## src/rtl/pc_seq_pkg.sv

```systemverilog
// Shared types and default constants for the pc_seq program-sequencing unit.
package pc_seq_pkg;

  typedef enum logic {
    RUN  = 1'b0,
    HALT = 1'b1
  } pc_state_t;

  localparam int unsigned PC_W_DEF      = 8;
  localparam int unsigned RAS_DEPTH_DEF = 4;

endpackage

```

## src/rtl/pc_seq_if.sv

```systemverilog
// Control/fetch bundle between decode (master) and the sequencer (slave).
interface pc_seq_if #(
    parameter int unsigned PC_W = pc_seq_pkg::PC_W_DEF
);
    logic            stall;
    logic            halt_req;
    logic            br_en;
    logic            br_rel;
    logic            call;
    logic            ret;
    logic [PC_W-1:0] target;
    logic [PC_W-1:0] pc;
    logic            halted;
    logic            ras_ovf;
    logic            ras_unf;

    modport master (
        output stall, halt_req, br_en, br_rel, call, ret, target,
        input  pc, halted, ras_ovf, ras_unf
    );

    modport slave (
        input  stall, halt_req, br_en, br_rel, call, ret, target,
        output pc, halted, ras_ovf, ras_unf
    );
endinterface

```

## src/rtl/pc_ras.sv

```systemverilog
// Return-address LIFO: single-cycle push/pop, no bypass, pointer-only reset.
module pc_ras #(
    parameter int unsigned PC_W      = pc_seq_pkg::PC_W_DEF,
    parameter int unsigned RAS_DEPTH = pc_seq_pkg::RAS_DEPTH_DEF
) (
    input  logic            clk,
    input  logic            reset,
    input  logic            push,
    input  logic            pop,
    input  logic [PC_W-1:0] din,
    output logic [PC_W-1:0] dout,
    output logic            full,
    output logic            empty
);
    localparam int unsigned AW = $clog2(RAS_DEPTH);

    logic [PC_W-1:0] mem_q [2**AW];
    logic [AW:0]     sp_q, sp_d, sp_m1;

    always_comb begin
        sp_m1 = sp_q - (AW+1)'(1);
        full  = (sp_q == (AW+1)'(RAS_DEPTH));
        empty = (sp_q == '0);
        dout  = mem_q[sp_m1[AW-1:0]];
        sp_d  = sp_q;
        if (push && !full) begin
            sp_d = sp_q + (AW+1)'(1);
        end else if (pop && !empty) begin
            sp_d = sp_m1;
        end
    end

    always_ff @(posedge clk) begin
        if (reset) begin
            sp_q <= '0;
        end else begin
            sp_q <= sp_d;
        end
    end

    // Contents are don't-care after reset, so storage is left unreset.
    always_ff @(posedge clk) begin
        if (push && !full) begin
            mem_q[sp_q[AW-1:0]] <= din;
        end
    end
endmodule

```

## src/rtl/pc_seq.sv

```systemverilog
// Program counter with branch/call/return/halt sequencing.
// Optional return-address stack enabled by defining PC_RAS_EN.
module pc_seq
    import pc_seq_pkg::*;
#(
    parameter int unsigned PC_W       = PC_W_DEF,
    parameter int unsigned RAS_DEPTH  = RAS_DEPTH_DEF,
    parameter int unsigned START_ADDR = 0
) (
    input  logic       clk,
    input  logic       reset,
    pc_seq_if.slave    bus
);
    if (RAS_DEPTH < 2) begin : g_bad_depth
        $error("pc_seq: RAS_DEPTH must be at least 2");
    end

    pc_state_t       state_q, state_d;
    logic [PC_W-1:0] pc_q, pc_d;
    logic [PC_W-1:0] pc_inc, pc_rel;

`ifdef PC_RAS_EN
    logic            ovf_q, ovf_d;
    logic            unf_q, unf_d;
    logic            ras_push, ras_pop;
    logic [PC_W-1:0] ras_dout;
    logic            ras_full, ras_empty;

    pc_ras #(
        .PC_W      (PC_W),
        .RAS_DEPTH (RAS_DEPTH)
    ) u_ras (
        .clk   (clk),
        .reset (reset),
        .push  (ras_push),
        .pop   (ras_pop),
        .din   (pc_inc),
        .dout  (ras_dout),
        .full  (ras_full),
        .empty (ras_empty)
    );
`endif

    // Same-width add wraps modulo 2^PC_W, which equals adding the sign-extended offset.
    assign pc_inc = pc_q + PC_W'(1);
    assign pc_rel = pc_q + bus.target;

    always_comb begin
        state_d  = state_q;
        pc_d     = pc_q;
`ifdef PC_RAS_EN
        ovf_d    = ovf_q;
        unf_d    = unf_q;
        ras_push = 1'b0;
        ras_pop  = 1'b0;
`endif
        case (state_q)
            RUN: begin
                if (bus.stall) begin
                    pc_d = pc_q;
                end else if (bus.halt_req) begin
                    state_d = HALT;
                end else if (bus.ret) begin
`ifdef PC_RAS_EN
                    if (ras_empty) begin
                        pc_d  = pc_inc;
                        unf_d = 1'b1;
                    end else begin
                        ras_pop = 1'b1;
                        pc_d    = ras_dout;
                    end
`else
                    pc_d = pc_inc;
`endif
                end else if (bus.call) begin
`ifdef PC_RAS_EN
                    if (ras_full) begin
                        ovf_d = 1'b1;
                    end else begin
                        ras_push = 1'b1;
                    end
`endif
                    pc_d = bus.target;
                end else if (bus.br_en) begin
                    pc_d = bus.br_rel ? pc_rel : bus.target;
                end else begin
                    pc_d = pc_inc;
                end
            end
            default: begin
                state_d = HALT;
            end
        endcase
    end

    always_ff @(posedge clk) begin
        if (reset) begin
            state_q <= RUN;
            pc_q    <= PC_W'(START_ADDR);
        end else begin
            state_q <= state_d;
            pc_q    <= pc_d;
        end
    end

`ifdef PC_RAS_EN
    always_ff @(posedge clk) begin
        if (reset) begin
            ovf_q <= 1'b0;
            unf_q <= 1'b0;
        end else begin
            ovf_q <= ovf_d;
            unf_q <= unf_d;
        end
    end

    assign bus.ras_ovf = ovf_q;
    assign bus.ras_unf = unf_q;
`else
    assign bus.ras_ovf = 1'b0;
    assign bus.ras_unf = 1'b0;
`endif

    assign bus.pc     = pc_q;
    assign bus.halted = (state_q == HALT);
endmodule

```

## src/flat_wrapper.sv

```systemverilog
// flat-port wrapper written by rule: the top's interface ports become plain ports
module pc_seq_flat import pc_seq_pkg::*;
#(
    parameter int unsigned PC_W       = PC_W_DEF,
    parameter int unsigned RAS_DEPTH  = RAS_DEPTH_DEF,
    parameter int unsigned START_ADDR = 0
)
  (clk, reset, bus_stall, bus_halt_req, bus_br_en, bus_br_rel, bus_call, bus_ret, bus_target, bus_pc, bus_halted, bus_ras_ovf, bus_ras_unf);
  pc_seq_if #(.PC_W(PC_W)) bus_i ();
  input  logic clk;
  input  logic reset;
  input wire logic [$bits(bus_i.stall)-1:0] bus_stall;
  input wire logic [$bits(bus_i.halt_req)-1:0] bus_halt_req;
  input wire logic [$bits(bus_i.br_en)-1:0] bus_br_en;
  input wire logic [$bits(bus_i.br_rel)-1:0] bus_br_rel;
  input wire logic [$bits(bus_i.call)-1:0] bus_call;
  input wire logic [$bits(bus_i.ret)-1:0] bus_ret;
  input wire logic [$bits(bus_i.target)-1:0] bus_target;
  output wire logic [$bits(bus_i.pc)-1:0] bus_pc;
  output wire logic [$bits(bus_i.halted)-1:0] bus_halted;
  output wire logic [$bits(bus_i.ras_ovf)-1:0] bus_ras_ovf;
  output wire logic [$bits(bus_i.ras_unf)-1:0] bus_ras_unf;
  assign bus_i.stall = bus_stall;
  assign bus_i.halt_req = bus_halt_req;
  assign bus_i.br_en = bus_br_en;
  assign bus_i.br_rel = bus_br_rel;
  assign bus_i.call = bus_call;
  assign bus_i.ret = bus_ret;
  assign bus_i.target = bus_target;
  assign bus_pc = bus_i.pc;
  assign bus_halted = bus_i.halted;
  assign bus_ras_ovf = bus_i.ras_ovf;
  assign bus_ras_unf = bus_i.ras_unf;
  pc_seq #(.PC_W(PC_W), .RAS_DEPTH(RAS_DEPTH), .START_ADDR(START_ADDR)) u_core (.clk(clk), .reset(reset), .bus(bus_i));
endmodule
```

## config.mk

```make
export PLATFORM = sky130hd
export DESIGN_NAME = pc_seq_flat
export DESIGN_NICKNAME = d
export VERILOG_FILES = /design/src/rtl/pc_seq_pkg.sv /design/src/rtl/pc_seq_if.sv /design/src/rtl/pc_ras.sv /design/src/rtl/pc_seq.sv /design/src/flat_wrapper.sv
export SDC_FILE = /design/constraint.sdc
export NUM_CORES = 1
export LEC_CHECK = 0
export CAP_MARGIN = 25
export CELL_PAD_IN_SITES_DETAIL_PLACEMENT = 1
export CELL_PAD_IN_SITES_GLOBAL_PLACEMENT = 1
export CORE_UTILIZATION = 34
export DETAILED_ROUTE_END_ITERATION = 10
export PLACE_DENSITY_LB_ADDON = 0.08
export SKIP_LAST_GASP = 1
export SLEW_MARGIN = 10
export SYNTH_ARGS = -nofsm -noshare
export SYNTH_HDL_FRONTEND = slang
export SYNTH_SLANG_ARGS = --single-unit
export TNS_END_PERCENT = 20
```

## constraint.sdc

```tcl
create_clock -name clk -period 2.2 [get_ports clk]
set_input_delay 0.33 -clock clk [delete_from_list [all_inputs] [get_ports clk]]
set_output_delay 0.33 -clock clk [all_outputs]
set_load 0.03 [all_outputs]
```

==> results.toml <==
[outcome]
status = "finished with violations"
violations = "design-rule violations"

[routing]
wl_per_cell_um = 15.7
drc = 1
dr.pass1.iters = 7
drt-initial-drc-count = 37
vias = 1198
vias_per_cell = 5.57
drt-total-wl_um = 3370
ant_nets = 0

[setup_path]
critPathMaxFanout = 2
r2r_slack_ns = 0.15
r2r_end = "u_core.bus.pc[7]"
worstPathRequired_ns = 2.35
critPathKind = "in -> reg"
cp-end-kind = "flip-flop"
r2r_start = "u_core.bus.pc[1]"
startpoint_type = "input port"
worstPathArrival_ns = 2.32
reg2reg_depth = 6

[clocking]
cts_setup_buffers = 0
clk_latency_ns = 0.26
clk_pin_slew_worst_paths_ns = 0.07
root_buffer = "clkbuf_4"
cts_buffers = 3
cts_sinks = 9
max-clock-path-buffers = 2
htreeDepth = 1
cts_tree = "done"

[synth]
yosysTopAreaCellShare = 0.172
synthCells = 140
syn-cell-area_mm2 = 0.00104
async_reset_ff_frac = 0
synth_ff_type = "dfxtp_1"
netlist_top_cells_area = "dfxtp_1 (17%), ha_1 (9.6%), a21oi_1 (8.1%), o21ai_0 (5.3%), nor3b_1 (4.3%)"
synth_seq_cells = 9
yosys.cell_types.count = 45
synth.avg_cell_area_um2 = 7.46
yosysWarningCount = 0
synth_edf_count = 0
yosysSeqAreaShare = 0.172
synth_area_leader_cell = "dfxtp_1"

[final_layout]
drive_above_1_share = 0.174
final_cell_mix = "clkdlybuf4s50_1 (24), buf_4 (21), a21oi_1 (17), o21ai_0 (10)"
n_antenna_cell = 0
stdcell_area_mm2 = 0.00147
layoutNonFillerInstCount = 215
num-nets-final = 210
area_delta_synth_final_pct = 40.6
final_common_cell = "clkdlybuf4s50_1"

[sta]
fin_skew_ns = 0.00219
fin_crit_sh = 0.984
min_period_ns = 2.16
rsz0062_at_grt = "yes"
setup_viol = 0
final_max_slew_viol_count = 0
hold_viol_final = 0
setup_ws_ns = 0.0356
max_freq_mhz = 462

[global_route]
grtUsageTotal = 0.217
grt_max_degree = 11
grt_pass1_wl_um = 5420
grt_pass1_vias = 1190
antenna_found_initial = 0
grt_remaining_overflow = 0

[floorplan]
die_w_um = 57.4
boundaryPins = 27
core_mm2 = 0.00283
fp-row-count = 19
die_area_mm2 = 0.00330
dieHeight_um = 57.4
start_util = 0.369

[place]
pre_cts_ws_ns = -0.238
hpwlAfterDp_um = 2850
port_buffers = 24
dpl.cell_count = 211
place_area_mm2 = 0.00144
place.gp.congestion = 0.806

[power_and_ir_drop]
power_leakage_uw = 0.000591
power_density_mw_per_mm2 = 368
vdd_drop_max_mv = 0.143

[hold_path]
min_to = "u_core.bus.pc[7]"
min_from = "u_core.bus.pc[7]"
holdPathStages = 2
hold_class = "reg -> reg"

[run]
max_cap_viol_count = 0
cell families (layout without fill, tap and decap cells):
group / count (synthesis) / in the layout / synth area share
simple gates: 53 / 53 / 0.301
compound gates: 49 / 49 / 0.290
buf+inv: 13 / 56 / 0.0659
fa+ha+maj: 9 / 9 / 0.115
flops: 9 / 9 / 0.172
xor+xnor: 5 / 5 / 0.0419
other cells: 1 / 2 / 0.00359
mux: 1 / 1 / 0.0108
metal layers:
metal,GRT usage,up-vias,part of all wire
met2,0.382,21,0.50
met3,0.0136,0,0.023
li1,-,606,-
met5,0,-,0
met4,0.0801,0,0
met1,0.276,571,0.48
metrics by stage:
stage	hold WS, ns	power [uW]	TNS [ns]	utilization
final	0.527	541	0	0.519
after global routing	0.549	576	-0.101	0.519
after CTS	0.530	551	0	0.519
after detailed placement	0.520	410	-0.595	0.510
after global placement	0.508	403	-0.352	0.510
after floorplan	0.475	307	0	-
what timing repair did:
item	in CTS	in global routing
hold buffers	0	0
resized for setup	0	1
setup endpoints to repair	0	3
final cells by class:
type	count	area, um2
Tap cell	31	38.8
Timing Repair Buffer	45	398
Sequential cell	9	180
Multi-Input combinational cell	119	800
Fill cell	373	1360
Inverter	7	26.3
Clock buffer	4	26.3
critical path: stages:
cell	delay (ns)
clkdlybuf4s50_1	0.44
ha_1	0.21
buf_4	0.14
a211oi_2	0.27
nor3_1	0.14
or4_1	0.54
a31oi_1	0.18
o21ai_1	0.07
how the worst max path moves through the flow:
| stage | startpoint | end |
|---|---|---|
| after floorplan | u_core.bus.pc[0] | u_core.bus.pc[6] |
| after global placement | bus_target[1] | u_core.bus.pc[7] |
| after detailed placement | bus_target[1] | u_core.bus.pc[7] |
| after CTS | bus_target[0] | u_core.bus.pc[7] |
| after global routing | bus_target[0] | u_core.bus.pc[7] |
| final | bus_target[0] | u_core.bus.pc[7] |
power by group:
| part | internal (uW) | switching, uW | total [uW] |
|---|---|---|---|
| logic | 111 | 118 | 228 |
| registers | 171 | 8.88 | 180 |
| clock network | 70.1 | 62.7 | 133 |
sequential cells by signal, summed over array words and instances (netlist names):
signal	cells
u_core.bus.halted	1
u_core.bus.pc	8
cell usage after synthesis, types with 2 or more instances:
cell type	number
a21oi_1	17
o21ai_0	11
dfxtp_1	9
nand2_1	9
nor2_1	9
ha_1	8
inv_1	7
nand3_1	6
nor3b_1	6
nor2b_1	4
nor3_1	4
nor4_1	3
xor2_1	3
a211oi_1	2
a31oi_1	2
buf_2	2
buf_4	2
nand2b_1	2
nor2_4	2
o211ai_1	2
o21ai_1	2
o21bai_1	2
o31ai_1	2
or3_1	2
xnor2_1	2
No activity file was read; power rests on OpenSTA's default activity.
